===== config.mk =====
export PLATFORM = sky130hd
export DESIGN_NAME = demux_stream
export DESIGN_NICKNAME = d
export VERILOG_FILES = /design/src/rtl/fft_pkg.sv /design/src/rtl/demux_chan_reg.sv /design/src/rtl/demux_stream.sv
export SDC_FILE = /design/constraint.sdc
export NUM_CORES = 1
export LEC_CHECK = 0
export CAP_MARGIN = 20
export CELL_PAD_IN_SITES_DETAIL_PLACEMENT = 0
export CELL_PAD_IN_SITES_GLOBAL_PLACEMENT = 2
export CORE_ASPECT_RATIO = 2
export CORE_MARGIN = 2
export CORE_UTILIZATION = 30
export CTS_CLUSTER_DIAMETER = 60
export DETAILED_ROUTE_END_ITERATION = 16
export GPL_ROUTABILITY_DRIVEN = 0
export HOLD_SLACK_MARGIN = 0.1
export PLACE_DENSITY = 0.75
export SLEW_MARGIN = 20
export SYNTH_ARGS = -nofsm -noshare
export SYNTH_HDL_FRONTEND = slang
export SYNTH_SLANG_ARGS = --single-unit

===== constraint.sdc =====
create_clock -name clk -period 2.6 [get_ports clk]
set_input_delay 0.52 -clock clk [delete_from_list [all_inputs] [get_ports clk]]
set_output_delay 0.52 -clock clk [all_outputs]
set_load 0.02 [all_outputs]

===== src/rtl/fft_pkg.sv =====
// Shared constants for the FFT front end: mode encoding for the input
// demux and the default sample width / lane count used by its instances.
package fft_pkg;

  localparam logic MODE_SEL     = 1'b0;  // route to the explicit sel channel
  localparam logic MODE_RR      = 1'b1;  // round-robin across all channels
  localparam int   FFT_SAMPLE_W = 16;
  localparam int   FFT_LANES    = 4;

endpackage


===== src/rtl/demux_chan_reg.sv =====
// One-entry holding register for a single demux output lane.
// 'load' writes d and marks the lane full. 'drain' is the consumer's ready;
// a full lane empties on drain unless it is reloaded in the same cycle.
// q keeps its last value after a drain.
module demux_chan_reg
  import fft_pkg::*;
#(
  parameter int N = FFT_SAMPLE_W
) (
  input  logic         clk,
  input  logic         rst,
  input  logic         load,
  input  logic         drain,
  input  logic [N-1:0] d,
  output logic [N-1:0] q,
  output logic         valid,
  output logic         can_load
);

  logic [N-1:0] q_reg;
  logic         valid_reg;

  // Load takes priority so a drain and a reload in one cycle leave no bubble.
  always_ff @(posedge clk or posedge rst) begin
    if (rst) begin
      q_reg     <= '0;
      valid_reg <= 1'b0;
    end else if (load) begin
      q_reg     <= d;
      valid_reg <= 1'b1;
    end else if (drain) begin
      valid_reg <= 1'b0;
    end
  end

  assign q        = q_reg;
  assign valid    = valid_reg;
  assign can_load = ~valid_reg | drain;

endmodule


===== src/rtl/demux_stream.sv =====
// Registered 1-to-CH sample distributor with per-lane valid/ready.
// Samples go to the channel given by sel (mode=0; out-of-range sel maps to
// channel 0) or round-robin from channel 0 (mode=1). Round-robin order is
// strict: a busy target stalls the input instead of being skipped.
// Optional feature: define DEMUX_STREAM_SOF_EN to add in_sof (start of frame,
// forces channel 0 in round-robin) and the sticky short-frame flag sof_err.
module demux_stream
  import fft_pkg::*;
#(
  parameter int N     = FFT_SAMPLE_W,
  parameter int CH    = FFT_LANES,
  parameter int SEL_W = $clog2(CH)
) (
  input  logic              clk,
  input  logic              rst,
  input  logic [N-1:0]      in_data,
  input  logic              in_valid,
  output logic              in_ready,
  input  logic              mode,
  input  logic [SEL_W-1:0]  sel,
`ifdef DEMUX_STREAM_SOF_EN
  input  logic              in_sof,
  output logic              sof_err,
`endif
  output logic [CH*N-1:0]   out_data,
  output logic [CH-1:0]     out_valid,
  input  logic [CH-1:0]     out_ready,
  output logic              frame_done,
  output logic [SEL_W-1:0]  rr_ptr
);

  logic [SEL_W-1:0] rr_ptr_reg;
  logic             frame_done_reg;
  logic [SEL_W-1:0] tgt;
  logic             sof_hit;
  logic             accept;
  logic [CH-1:0]    load;
  logic [CH-1:0]    can_load;

`ifdef DEMUX_STREAM_SOF_EN
  assign sof_hit = (mode == MODE_RR) & in_sof;
`else
  assign sof_hit = 1'b0;
`endif

  // Target decode: start-of-frame forces lane 0, else pointer or clamped sel.
  always_comb begin
    tgt = '0;
    if (sof_hit) begin
      tgt = '0;
    end else if (mode == MODE_RR) begin
      tgt = rr_ptr_reg;
    end else if ({1'b0, sel} < (SEL_W+1)'(CH)) begin
      tgt = sel;
    end
  end

  // Readiness depends only on the target lane, never on in_valid.
  assign in_ready = can_load[tgt];
  assign accept   = in_valid & in_ready;

  generate
    for (genvar gi = 0; gi < CH; gi++) begin : g_chan
      assign load[gi] = accept & (tgt == SEL_W'(gi));

      demux_chan_reg #(.N(N)) u_chan (
        .clk      (clk),
        .rst      (rst),
        .load     (load[gi]),
        .drain    (out_ready[gi]),
        .d        (in_data),
        .q        (out_data[gi*N +: N]),
        .valid    (out_valid[gi]),
        .can_load (can_load[gi])
      );
    end
  endgenerate

  // Round-robin pointer: parked at 0 outside round-robin, wraps with a pulse.
  always_ff @(posedge clk or posedge rst) begin
    if (rst) begin
      rr_ptr_reg     <= '0;
      frame_done_reg <= 1'b0;
    end else begin
      frame_done_reg <= 1'b0;
      if (mode == MODE_SEL) begin
        rr_ptr_reg <= '0;
      end else if (accept) begin
        if (sof_hit) begin
          rr_ptr_reg <= SEL_W'(1);
        end else if (rr_ptr_reg == SEL_W'(CH-1)) begin
          rr_ptr_reg     <= '0;
          frame_done_reg <= 1'b1;
        end else begin
          rr_ptr_reg <= rr_ptr_reg + SEL_W'(1);
        end
      end
    end
  end

`ifdef DEMUX_STREAM_SOF_EN
  logic sof_err_reg;

  // Sticky flag: a start-of-frame arrived before the previous frame completed.
  always_ff @(posedge clk or posedge rst) begin
    if (rst) begin
      sof_err_reg <= 1'b0;
    end else if (accept && sof_hit && (rr_ptr_reg != '0)) begin
      sof_err_reg <= 1'b1;
    end
  end

  assign sof_err = sof_err_reg;
`endif

  assign rr_ptr     = rr_ptr_reg;
  assign frame_done = frame_done_reg;

endmodule


# Yosys cells after proc, flatten, opt, wreduce, memory -nomap -nowiden
# Index checks and enable logic that the tools add are counted.
[word_totals] word_cells=52 output_inout_bits=72 regBits=71 input_bits=26
[op_classes] addsub=1 bitwise=13 n_eq_ne=5 order_cmp=1 muxes=17 n_reduce_logical=5
[op_table] op="$mux 1" count=12
[op_table] op="$mux 2" count=4
[op_table] op="$reduce_bool 2->1" count=4
[op_table] op="$eq 2x2->1 const B" count=3
[op_table] op="$and 1x1->1" count=5
[op_table] op="$not 1->1" count=4
[op_table] op="$or 1x1->1" count=4
[op_table] op="$lt 2x3->1 const B" count=1
[op_table] op="$add 2x1->2 const B" count=1
[op_table] op="$bmux 1 s2" count=1
[op_table] op="$eq 2x1->1 const B" count=1
[op_table] op="$logic_not 2->1" count=1
[op_table] op="$ne 2x1->1 const B" count=1

# Depth between registers and ports, before layout
[logic_depth] depth_word=7 ltp_mapped=9 depth_no_buf=6

# Cells and area by module
# A second synthesis with hierarchy kept.
[unflattened] cells_unflattened=191 hier_area_um2=3074.2
[modules_own_cells] module="demux_chan_reg" area_each_um2=686.9 seq_area_each_um2=425.4 instances=4 cells_each=38
[modules_own_cells] module="demux_stream" area_each_um2=326.6 seq_area_each_um2=75.1 instances=1 cells_each=39

# Least setup slack after synthesis
# No wires, ideal clock.
[synth_path] kind="input port to flip-flop" from="input mode" to="register g_chan[3].u_chan.q_reg[10]" t_arrival_ns=2.149 required_time_ns=2.475 stages=9 setup_ns=0.125 n_path_buf=3 slack_ns=0.326 cell_sequence="buf_6 nand3b_1 a21oi_1 a2111o_2 inv_2 and3_1 buf_6 buf_12 mux2_4"
[synth_via] elab_chain_cells=5 word_cells_on_any_way=6 classes_between="eq/ne: 1; mux: 3; bitwise: 2"
[synth_rtl] element="start: declaration" line="demux_stream.sv:19" source="input logic mode,"
[synth_rtl] element="$mux 2" line="demux_stream.sv:51" source="end else if (mode == MODE_RR) begin"
[synth_rtl] element="$bmux 1 s2" line="demux_stream.sv:59" source="assign in_ready = can_load[tgt];"
[synth_rtl] element="$mux 1 (implied by the code)" line="demux_stream.sv:59"
[synth_rtl] element="net in_ready" line="demux_stream.sv:18" source="output logic in_ready,"
[synth_rtl] element="$and 1x1->1" line="demux_stream.sv:60" source="assign accept = in_valid & in_ready;"
[synth_rtl] element="$and 1x1->1" line="demux_stream.sv:64" source="assign load[gi] = accept & (tgt == SEL_W'(gi));"
[synth_rtl] element="end signal: assignment" line="demux_chan_reg.sv:26" source="q_reg <= '0;"
[synth_rtl] element="end signal: assignment" line="demux_chan_reg.sv:29" source="q_reg <= d;"
[synth_rtl] element="end: declaration" line="demux_chan_reg.sv:20" source="logic [N-1:0] q_reg;"
# The timed path passes the listed nets, and every way through them passes these cells. The select of a mux whose other input is x is not followed.
# A chain may end at the register's enable or synchronous reset.

# Worst setup path after layout
[layout_path] from="input sel[1]" to="register g_chan[2].u_chan.q_reg[10]"
[layout_via] elab_chain_cells=5 word_cells_on_any_way=6 classes_between="eq/ne: 1; mux: 3; bitwise: 2"
[layout_rtl] element="start: declaration" line="demux_stream.sv:20" source="input logic [SEL_W-1:0] sel,"
[layout_rtl] element="$mux 2 (*)" line="demux_stream.sv:51"
[layout_rtl] element="$bmux 1 s2" line="demux_stream.sv:59"
[layout_rtl] element="$mux 1 (implied by the code)" line="demux_stream.sv:59"
[layout_rtl] element="$and 1x1->1" line="demux_stream.sv:60"
[layout_rtl] element="$and 1x1->1 (*)" line="demux_stream.sv:64"
[layout_rtl] element="end signal: assignment" line="demux_chan_reg.sv:26"
[layout_rtl] element="end signal: assignment" line="demux_chan_reg.sv:29"
[layout_rtl] element="end: declaration" line="demux_chan_reg.sv:20"
# Every way passes the cells marked *; elsewhere a longest branch is shown, timed or not. The select of a mux whose other input is x is not followed.

==> results.cfg <==
[detailed_routing]
drt-total-wl_um = 7188
drt_pass1_iterations = 4
drt_first_iter_violations = 30
routedWlPerCell_um = 16.60
detailed_route_wirelength_on_metal2_um = 4189
wl_met1_um = 2581
routed_via_density = 4.370
met3RoutedLength_um = 264
drcViolationCount = 0
via_count = 1892
detail-route-antenna-nets = 0
top_signal_layer_used = met4

[worst_setup_path]
required_ns = 2.81
reg2reg_setup_slack_ns = 0.37
crit_type = primary input to register
timing.critical_path.fanout_max = 9
cp_data_arrival_time_ns = 2.71
worstSetupEndpointType = register
setup.worst_path.start_class = primary input

[clock_tree]
clock_buffers_created_by_tritoncts = 9
cts_tree = built
cts_htree_levels = 3
clock_latency_reported_for_the_late_side_of_the_worst_skew_pair_ns = 0.33
cts.sink_count = 71
clkSlewWorstSetupHoldPaths_ns = 0.05
cts-root-to-sink-buffers = 2
cts-root-buf = sky130_fd_sc_hd__clkbuf_16
post_cts_hold_buffers = 0

[power]
p_leak_uw = 0.001860
swShare = 0.3095
switching_power_uw = 1393
power.total_uw = 4501
irDropWorstVdd_mv = 0.5014
internal_power_uw = 3108
comb_pwr_share = 0.379
power_density_mw_per_mm2 = 1034
pwr-share-clk = 0.256
power_frac_seq = 0.365

[timing]
max_transition_viols_final = 0
fin_skew_ns = 0.009862
transition_time_of_the_tightest_slew_check_pin_ns = 0.4739
finalHoldViolCount = 0
finalSetupTns_ns = 0
setup_violations = 0
worst_slew_margin_rel = 0.6841
grt_setup_unrepaired = false
postLayoutSetupSlackWorst_ns = 0.09878
min_period_ns = 2.501
timing.fmax_mhz = 399.8
fin_crit_sh = 0.9620

[cells_and_area]
areaGrowthSynthToFinish_pct = 48.09
flip_flop_count_of_the_largest_register_after_layout = 64
final_net_count = 323
filler_cell_count = 887
share_of_post_route_cells_with_drive_strength_above_1 = 0.3422
antenna_cells = 0

[global_routing]
globalRoute.totalOverflow = 0
first_pass_grt_wire_length_um = 10820
groute.usage.overall = 0.1414
maximum_number_of_pins_on_one_net_before_global_route_repair = 37
initial_antenna_violation_count = 0
grt_pass1_vias = 1921

[synthesis]
yosys-top-cells-area = sky130_fd_sc_hd__dfrtp_1, sky130_fd_sc_hd__mux2_2, sky130_fd_sc_hd__mux2_4, sky130_fd_sc_hd__buf_4, sky130_fd_sc_hd__buf_12
synth_most_common_cell = sky130_fd_sc_hd__dfrtp_1
warning_count_from_the_yosys_run = 0
synth.distinct_cells = 26
post_synth.cell_area_avg_um2 = 15.72
dominantRegCellSynth = sky130_fd_sc_hd__dfrtp_1
number_of_flops_mapped_to_enable_cells_by_yosys = 0
synth_fp_nets = 214
post-synth-top-area-cell = sky130_fd_sc_hd__dfrtp_1
yosysSeqAreaShare = 0.6043
synth-seq-cells = 71
async_reset_ff_frac = 1.000
synth_top_area_share = 0.6043
synth.top_cells.by_count = sky130_fd_sc_hd__dfrtp_1, sky130_fd_sc_hd__mux2_2, sky130_fd_sc_hd__mux2_4, sky130_fd_sc_hd__nand2_1, sky130_fd_sc_hd__buf_4
synth_instances = 187
synth_area_mm2 = 0.002940

[worst_hold_path]
worstHoldPathType = register to register

[floorplanning]
initial_core_util = 0.3052
floorplan.io_pins = 98
chipWidth_um = 74.01
row_count = 51
die_h_um = 144.0
floorplan.core_area_mm2 = 0.009635
fp.dieArea_mm2 = 0.01066

[status]
outcome = finished clean

[job]
max_cap_violations = 0

[placed_design]
placement.io_buffers = 97
dpl_worst_slack_ns = -0.3952
place_hpwl_um = 5270
-- final timing paths --
check	from	cells past startpoint	endpoint
max reg2reg	rr_ptr[0]	8	g_chan[2].u_chan.q[10]
min	g_chan[0].u_chan.q[12]	1	g_chan[0].u_chan.q[12]
min reg2reg	g_chan[0].u_chan.q[12]	1	g_chan[0].u_chan.q[12]
min in group asynchronous	rst	3	g_chan[1].u_chan.q[7]
max in group asynchronous	rst	3	g_chan[3].u_chan.q[12]
max	sel[1]	9	g_chan[2].u_chan.q[10]
-- repair_timing --
item                                    CTS  global route
endpoints found under the setup margin    2             1
setup buffers                             0             0
resized for setup                         4             5
pin swaps                                 0             0
-- power by group through the flow --
stage | Combinational [uW] | Clock [uW] | Sequential, uW
final | 1710 | 1150 | 1640
after global routing | 1800 | 1240 | 1680
after CTS | 1740 | 1190 | 1650
after detailed placement | 1730 | 0 | 1660
after global placement | 1720 | 0 | 1650
after floorplan | 461 | 0 | 2050
-- layout by cell type (no fill, tap or decap), types with 2 or more instances in the layout --
master and n:
sky130_fd_sc_hd__clkdlybuf4s50_1 95, sky130_fd_sc_hd__dfrtp_1 71, sky130_fd_sc_hd__mux2_2 45, sky130_fd_sc_hd__mux2_4 19
sky130_fd_sc_hd__buf_4 11, sky130_fd_sc_hd__nand2_1 9, sky130_fd_sc_hd__clkbuf_16 9, sky130_fd_sc_hd__o21ai_0 4
sky130_fd_sc_hd__nand2b_1 3, sky130_fd_sc_hd__and3_1 3, sky130_fd_sc_hd__clkbuf_8 3, sky130_fd_sc_hd__nand3b_1 2
sky130_fd_sc_hd__or3b_4 2, sky130_fd_sc_hd__a21oi_2 2, sky130_fd_sc_hd__inv_2 2, sky130_fd_sc_hd__nor2_2 2
sky130_fd_sc_hd__clkbuf_1 2
-- kinds of logic after synthesis --
logic type / after synthesis / synth area share
AOI/OAI and AO/OA: 9 / 0.01957
adders and majority gates: 1 / 0.004255
buffers and inverters: 13 / 0.04297
DFF: 71 / 0.6043
muxes: 65 / 0.2728
and+or+nand+nor: 28 / 0.05617
-- through the flow --
step,hold slack (ns),instance area (um^2),std cells,util
global route,0.5179,4354,433,0.4519
CTS,0.5055,4348,433,0.4512
detailed placement,0.4942,4060,417,0.4214
global placement,0.4905,4060,417,0.4214
floorplan,0.4771,2940,187,-
finish,0.4998,4354,433,0.4519
-- critical path, stage by stage --
cell and delay (ns):
sky130_fd_sc_hd__clkdlybuf4s50_1 0.45, sky130_fd_sc_hd__or3b_4 0.26, sky130_fd_sc_hd__a21oi_2 0.05, sky130_fd_sc_hd__a2111o_2 0.46, sky130_fd_sc_hd__inv_2 0.07, sky130_fd_sc_hd__buf_4 0.11
sky130_fd_sc_hd__and3_1 0.20, sky130_fd_sc_hd__buf_4 0.24, sky130_fd_sc_hd__mux2_2 0.36
-- final cells by class --
| cell class | count | area [um^2] | area share |
|---|---|---|---|
| flip-flops and latches | 71 | 1777 | 0.4080 |
| repair buffers | 109 | 1067 | 0.2451 |
| multi-input cells | 103 | 1050 | 0.2411 |
| clock buffers | 14 | 274.0 | 0.06293 |
| well taps | 132 | 165.2 | 0.03793 |
| clock inverters | 2 | 13.76 | 0.003161 |
| inverters | 2 | 7.507 | 0.001724 |
-- layer usage --
| layer | track usage | up-vias |
|---|---|---|
| li1 | - | 868 |
| met1 | 0.1519 | 962 |
| met2 | 0.2519 | 50 |
| met3 | 0.03275 | 12 |
| met4 | 0.06890 | 0 |
| met5 | 0 | - |
Note: power is estimated with default switching activity, not from simulation.
